--- src/rtl/jk_sr_ff_bank_if.sv ---
// Signal bundle for jk_sr_ff_bank: configuration, per-channel stimulus and registered state.
interface jk_sr_ff_bank_if #(
  parameter int unsigned WIDTH = 8
);
  logic                 cfg_we;
  logic [2*WIDTH-1:0]   cfg_mode;
  logic                 en;
  logic [WIDTH-1:0]     a;
  logic [WIDTH-1:0]     b;
  logic [WIDTH-1:0]     err_clr;
  logic [WIDTH-1:0]     q;
  logic [WIDTH-1:0]     q_bar;
  logic [2*WIDTH-1:0]   mode;
  logic [WIDTH-1:0]     sr_err;
  logic                 err_any;

  modport master (
    output cfg_we, cfg_mode, en, a, b, err_clr,
    input  q, q_bar, mode, sr_err, err_any
  );

  modport slave (
    input  cfg_we, cfg_mode, en, a, b, err_clr,
    output q, q_bar, mode, sr_err, err_any
  );
endinterface

--- src/rtl/jk_sr_ff_bank.sv ---
// Bank of WIDTH independent flip-flop channels, each runtime-configurable as D, T, JK or SR,
// with sticky per-channel detection of the forbidden S=R=1 input in SR mode.
module jk_sr_ff_bank #(
  parameter int unsigned WIDTH      = 8,
  parameter logic [1:0]  RESET_MODE = 2'b10
) (
  input logic            clk,
  input logic            rst,
  jk_sr_ff_bank_if.slave bus
);
  localparam logic [1:0] ModeD  = 2'b00;
  localparam logic [1:0] ModeT  = 2'b01;
  localparam logic [1:0] ModeJk = 2'b10;
  localparam logic [1:0] ModeSr = 2'b11;

  logic [WIDTH-1:0]   r_q;
  logic [2*WIDTH-1:0] r_mode;
  logic [WIDTH-1:0]   r_err;
  logic [WIDTH-1:0]   w_q_d;
  logic [WIDTH-1:0]   w_err_d;

  // Set of sr_err takes priority over err_clr, so the clear is applied first and overridden below.
  always_comb begin
    w_q_d   = r_q;
    w_err_d = r_err & ~bus.err_clr;
    if (bus.en) begin
      for (int i = 0; i < WIDTH; i++) begin
        unique case (r_mode[2*i +: 2])
          ModeD: w_q_d[i] = bus.a[i];
          ModeT: w_q_d[i] = r_q[i] ^ bus.a[i];
          ModeJk: begin
            unique case ({bus.a[i], bus.b[i]})
              2'b10:   w_q_d[i] = 1'b1;
              2'b01:   w_q_d[i] = 1'b0;
              2'b11:   w_q_d[i] = ~r_q[i];
              default: w_q_d[i] = r_q[i];
            endcase
          end
          ModeSr: begin
            unique case ({bus.a[i], bus.b[i]})
              2'b10:   w_q_d[i] = 1'b1;
              2'b01:   w_q_d[i] = 1'b0;
              2'b11:   w_err_d[i] = 1'b1;
              default: w_q_d[i] = r_q[i];
            endcase
          end
          default: w_q_d[i] = r_q[i];
        endcase
      end
    end
  end

  // q still uses the old mode on the edge that loads a new one.
  always_ff @(posedge clk or posedge rst) begin
    if (rst) begin
      r_q    <= '0;
      r_mode <= {WIDTH{RESET_MODE}};
      r_err  <= '0;
    end else begin
      r_q   <= w_q_d;
      r_err <= w_err_d;
      if (bus.cfg_we) begin
        r_mode <= bus.cfg_mode;
      end
    end
  end

  assign bus.q       = r_q;
  assign bus.q_bar   = ~r_q;
  assign bus.mode    = r_mode;
  assign bus.sr_err  = r_err;
  assign bus.err_any = |r_err;
endmodule

--- src/flat_wrapper.sv ---
// flat-port wrapper written by rule: the top's interface ports become plain ports
module jk_sr_ff_bank_flat 
#(
  parameter int unsigned WIDTH      = 8,
  parameter logic [1:0]  RESET_MODE = 2'b10
)
  (clk, rst, bus_cfg_we, bus_cfg_mode, bus_en, bus_a, bus_b, bus_err_clr, bus_q, bus_q_bar, bus_mode, bus_sr_err, bus_err_any);
  jk_sr_ff_bank_if #(.WIDTH(WIDTH)) bus_i ();
  input logic clk;
  input logic rst;
  input wire logic [$bits(bus_i.cfg_we)-1:0] bus_cfg_we;
  input wire logic [$bits(bus_i.cfg_mode)-1:0] bus_cfg_mode;
  input wire logic [$bits(bus_i.en)-1:0] bus_en;
  input wire logic [$bits(bus_i.a)-1:0] bus_a;
  input wire logic [$bits(bus_i.b)-1:0] bus_b;
  input wire logic [$bits(bus_i.err_clr)-1:0] bus_err_clr;
  output wire logic [$bits(bus_i.q)-1:0] bus_q;
  output wire logic [$bits(bus_i.q_bar)-1:0] bus_q_bar;
  output wire logic [$bits(bus_i.mode)-1:0] bus_mode;
  output wire logic [$bits(bus_i.sr_err)-1:0] bus_sr_err;
  output wire logic [$bits(bus_i.err_any)-1:0] bus_err_any;
  assign bus_i.cfg_we = bus_cfg_we;
  assign bus_i.cfg_mode = bus_cfg_mode;
  assign bus_i.en = bus_en;
  assign bus_i.a = bus_a;
  assign bus_i.b = bus_b;
  assign bus_i.err_clr = bus_err_clr;
  assign bus_q = bus_i.q;
  assign bus_q_bar = bus_i.q_bar;
  assign bus_mode = bus_i.mode;
  assign bus_sr_err = bus_i.sr_err;
  assign bus_err_any = bus_i.err_any;
  jk_sr_ff_bank #(.WIDTH(WIDTH), .RESET_MODE(RESET_MODE)) u_core (.clk(clk), .rst(rst), .bus(bus_i));
endmodule
--- config.mk ---
export PLATFORM = sky130hd
export DESIGN_NAME = jk_sr_ff_bank_flat
export DESIGN_NICKNAME = d
export VERILOG_FILES = /design/src/rtl/jk_sr_ff_bank_if.sv /design/src/rtl/jk_sr_ff_bank.sv /design/src/flat_wrapper.sv
export SDC_FILE = /design/constraint.sdc
export NUM_CORES = 1
export LEC_CHECK = 0
export ABC_AREA = 1
export BUFFER_PORTS_ARGS = -buffer_cell sky130_fd_sc_hd__buf_2
export CELL_PAD_IN_SITES_DETAIL_PLACEMENT = 1
export CELL_PAD_IN_SITES_GLOBAL_PLACEMENT = 1
export CORE_MARGIN = 2
export CORE_UTILIZATION = 36
export DETAILED_ROUTE_END_ITERATION = 6
export PLACE_DENSITY_LB_ADDON = 0.3
export SYNTH_ARGS = -nofsm -noshare
export SYNTH_HDL_FRONTEND = slang
export SYNTH_SLANG_ARGS = --single-unit
--- constraint.sdc ---
create_clock -name clk -period 2.1 [get_ports clk]
set_input_delay 0.42 -clock clk [delete_from_list [all_inputs] [get_ports clk]]
set_output_delay 0.42 -clock clk [all_outputs]
set_load 0.02 [all_outputs]
==> results.py <==
metrics = {
    "run_status": {
        "status": "finished clean",
    },
    "clocking": {
        "cts_sinks": 32,
        "cts.reportedPaths.clkPinSlew_ns": 0.07,
        "cts_buffer_depth": 2,
        "cts-resized-gates": 0,
        "h-tree-depth": 2,
        "cts_root_buffer": "clkbuf_8",
        "tritoncts": "built",
        "post_cts_buffers": 0,
        "cts_made_buffers": 5,
        "clk_latency_ns": 0.28,
        "postCtsHoldBufs": 0,
    },
    "pwr": {
        "switching_power_uw": 746,
        "ir_drop_v": 0.000348,
        "p_clk_share_pct": 25.7,
        "p_seq_share_pct": 41.1,
        "swShare_pct": 38.4,
        "finalPower_mw": 1.94,
        "p_leak_nw": 1.57,
        "p_per_area_nw_per_um2": 697,
        "p_int_mw": 1.20,
        "power_frac_comb_pct": 33.2,
    },
    "route": {
        "vias_per_cell": 4.83,
        "drt-total-wl_mm": 6.35,
        "dr.pass1.iters": 4,
        "route.antenna.remaining_nets": 0,
        "first_iter_violations": 60,
        "num_vias": 2279,
        "drc": 0,
        "post_drt_wl_per_cell_um": 13.4,
    },
    "timing": {
        "fin_setup_tns_ns": 0,
        "holdWs_ns": 0.225,
        "fin_crit_sh_pct": 80.2,
        "fmax_mhz": 594,
        "setup_viol": 0,
        "tightestPinTransition_ns": 0.527,
        "max_slew_margin_pct": 64.8,
        "rsz0062_at_grt": "false",
        "drv_slew": 0,
        "min_period_ns": 1.68,
        "clock_skew_ns": 0.00401,
        "hold_viol": 0,
    },
    "synth": {
        "netlist_area_sq_um": 2200,
        "synth_cells": 308,
        "synth_simple_gate_area_share_pct": 29.8,
        "seq_area_frac_synth_pct": 36.9,
        "synthAdderAreaFrac_pct": 10.2,
        "ys_ff_latch": 32,
        "yosysWarnings": 0,
        "synth-compound-area-share_pct": 10.5,
        "synth_top_family_by_area": "simple AND/OR/NAND/NOR gates",
        "netlist_top_cells_area": "dfrtp_1 27%, nand2_1 16%, ha_1 10%",
        "syn_area_per_cell_sq_um": 7.14,
        "yosys.area.top_type": "dfrtp_1",
        "yosysUniqueCellTypes": 22,
        "yosys-mux-area-fraction_pct": 2.05,
        "synth_nets": 370,
        "synthXorXnorAreaFrac_pct": 0,
        "synth_top_cell_area_share_pct": 27.3,
    },
    "grt": {
        "grt.total_usage_pct": 20.7,
        "met1_usage_pct": 26.2,
        "grt-busiest-layer": "met2",
        "gr-total-overflow": 0,
        "grt_pass1_vias": 2427,
        "grtUsageMet3_pct": 3.48,
        "grt_max_degree": 33,
        "grt_pass1_wl_mm": 10.9,
        "use_met2_pct": 36.7,
        "antenna_found_initial": 0,
    },
    "worst_setup_path": {
        "slowest_stage": "dfrtp_1",
        "rr_startpoint": "u_core.bus.mode[7]",
        "start_kind": "flop",
        "startpoint": "u_core.bus.sr_err[6]",
        "path_cells": "nor4_1 -> nand2_1 -> buf_2",
        "crit_arrival_ns": 1.26,
        "crit_fanout": 3,
        "max_stage_delay_ns": 0.39,
        "critPathTopFamily": "simple AND/OR/NAND/NOR gates",
        "crit_path_end_kind": "output port",
        "cp.required_ns": 1.68,
        "critPathBufInv": 1,
        "path_class": "reg2out",
    },
    "place": {
        "place_hpwl_mm": 5.02,
        "place_area_sq_um": 2700,
        "place.gp.congestion": 0.814,
        "port_buffers": 84,
    },
    "floorplan": {
        "initial_core_util_pct": 37.2,
        "dieArea_sq_um": 6750,
        "std_cell_rows": 28,
        "coreArea_sq_um": 5920,
        "ios": 85,
        "die_width_um": 82.2,
        "die_y_um": 82.2,
    },
    "finish": {
        "design_area_sq_um": 2790,
        "drive_gt1_share_pct": 28.7,
        "num_antenna_cells": 0,
        "layout_common_cells": "96 x nand2_1, 84 x buf_2, 50 x inv_1",
        "area_growth_pct": 26.6,
        "layout_commonest_cell": "nand2_1",
        "fillers": 810,
        "register_area_sq_um": 811,
        "finalNetCount": 458,
        "multiInputGateArea_sq_um": 1160,
        "final_core_util_pct": 47.0,
    },
    "min_path": {
        "hp-class": "in2async",
    },
    "job": {
        "max_cap_violations": 0,
    },
}
-- Yosys cell counts --
cell type,number
a21oi_1,4
a21oi_2,2
buf_2,3
buf_6,1
dfrtp_1,24
dfstp_2,8
ha_1,18
inv_1,50
inv_2,5
mux2_2,4
nand2_1,96
nand3_1,22
nand3b_1,4
nand4_1,4
nor2_1,21
nor2_2,3
nor3_1,4
nor4_1,2
o211ai_1,4
o21ai_0,23
o22ai_1,5
o32ai_2,1
-- state kept, by name, indices dropped and copies added (netlist names) --
name,count
u_core.bus.mode,16
u_core.bus.sr_err,8
u_core.bus.q,8
-- final timing paths --
check	cells past startpoint	slack [ns]	end
setup / recovery	3	0.42	bus_err_any
hold / removal	3	0.23	u_core.bus.q[4]
setup reg to reg	7	0.89	u_core.bus.q[3]
hold reg to reg	2	0.54	u_core.bus.mode[3]
max in group asynchronous	3	1.53	u_core.bus.mode[15]
min in group clk	2	0.32	u_core.bus.sr_err[5]
-- metrics by stage --
| step | cells | setup WS, ns |
|---|---|---|
| floorplan | 308 | 0.779 |
| global placement | 464 | 0.723 |
| detailed placement | 464 | 0.668 |
| CTS | 472 | 0.385 |
| global route | 472 | 0.362 |
| finish | 472 | 0.416 |
-- layout make-up --
type,instances,area share [%]
timing repair buffer,85,15.4
tap,75,3.37
inverter,55,7.41
sequential,32,29.1
clock buffer,8,3.23
multi-input combinational,217,41.5
-- routing by layer --
| metal | routed length (um) | vias up |
|---|---|---|
| met5 | 0 | - |
| met4 | 46 | 0 |
| met3 | 253 | 5 |
| met2 | 3190 | 50 |
| met1 | 2860 | 1076 |
| li1 | - | 1148 |
-- power by group through the flow --
stage | Combinational, mW | Clock [mW] | Sequential [mW]
floorplan | 0.324 | 0 | 0.877
finish | 0.644 | 0.499 | 0.798
global route | 0.732 | 0.552 | 0.817
CTS | 0.654 | 0.522 | 0.800
detailed placement | 0.652 | 0 | 0.810
global placement | 0.629 | 0 | 0.807
-- cell families after synthesis --
kind of cell | count (synthesis)
AND/OR/NAND/NOR | 156
flip-flops | 32
multiplexers | 4
buffers and inverters | 59
AO/OA/AOI/OAI | 39
adder cells (fa/ha/maj) | 18
-- tightest hold or removal path: stages --
cell,delay (ns)
buf_2,0.09
inv_1,0.04
buf_4,0.38
Power figures use the tool's default switching activity.
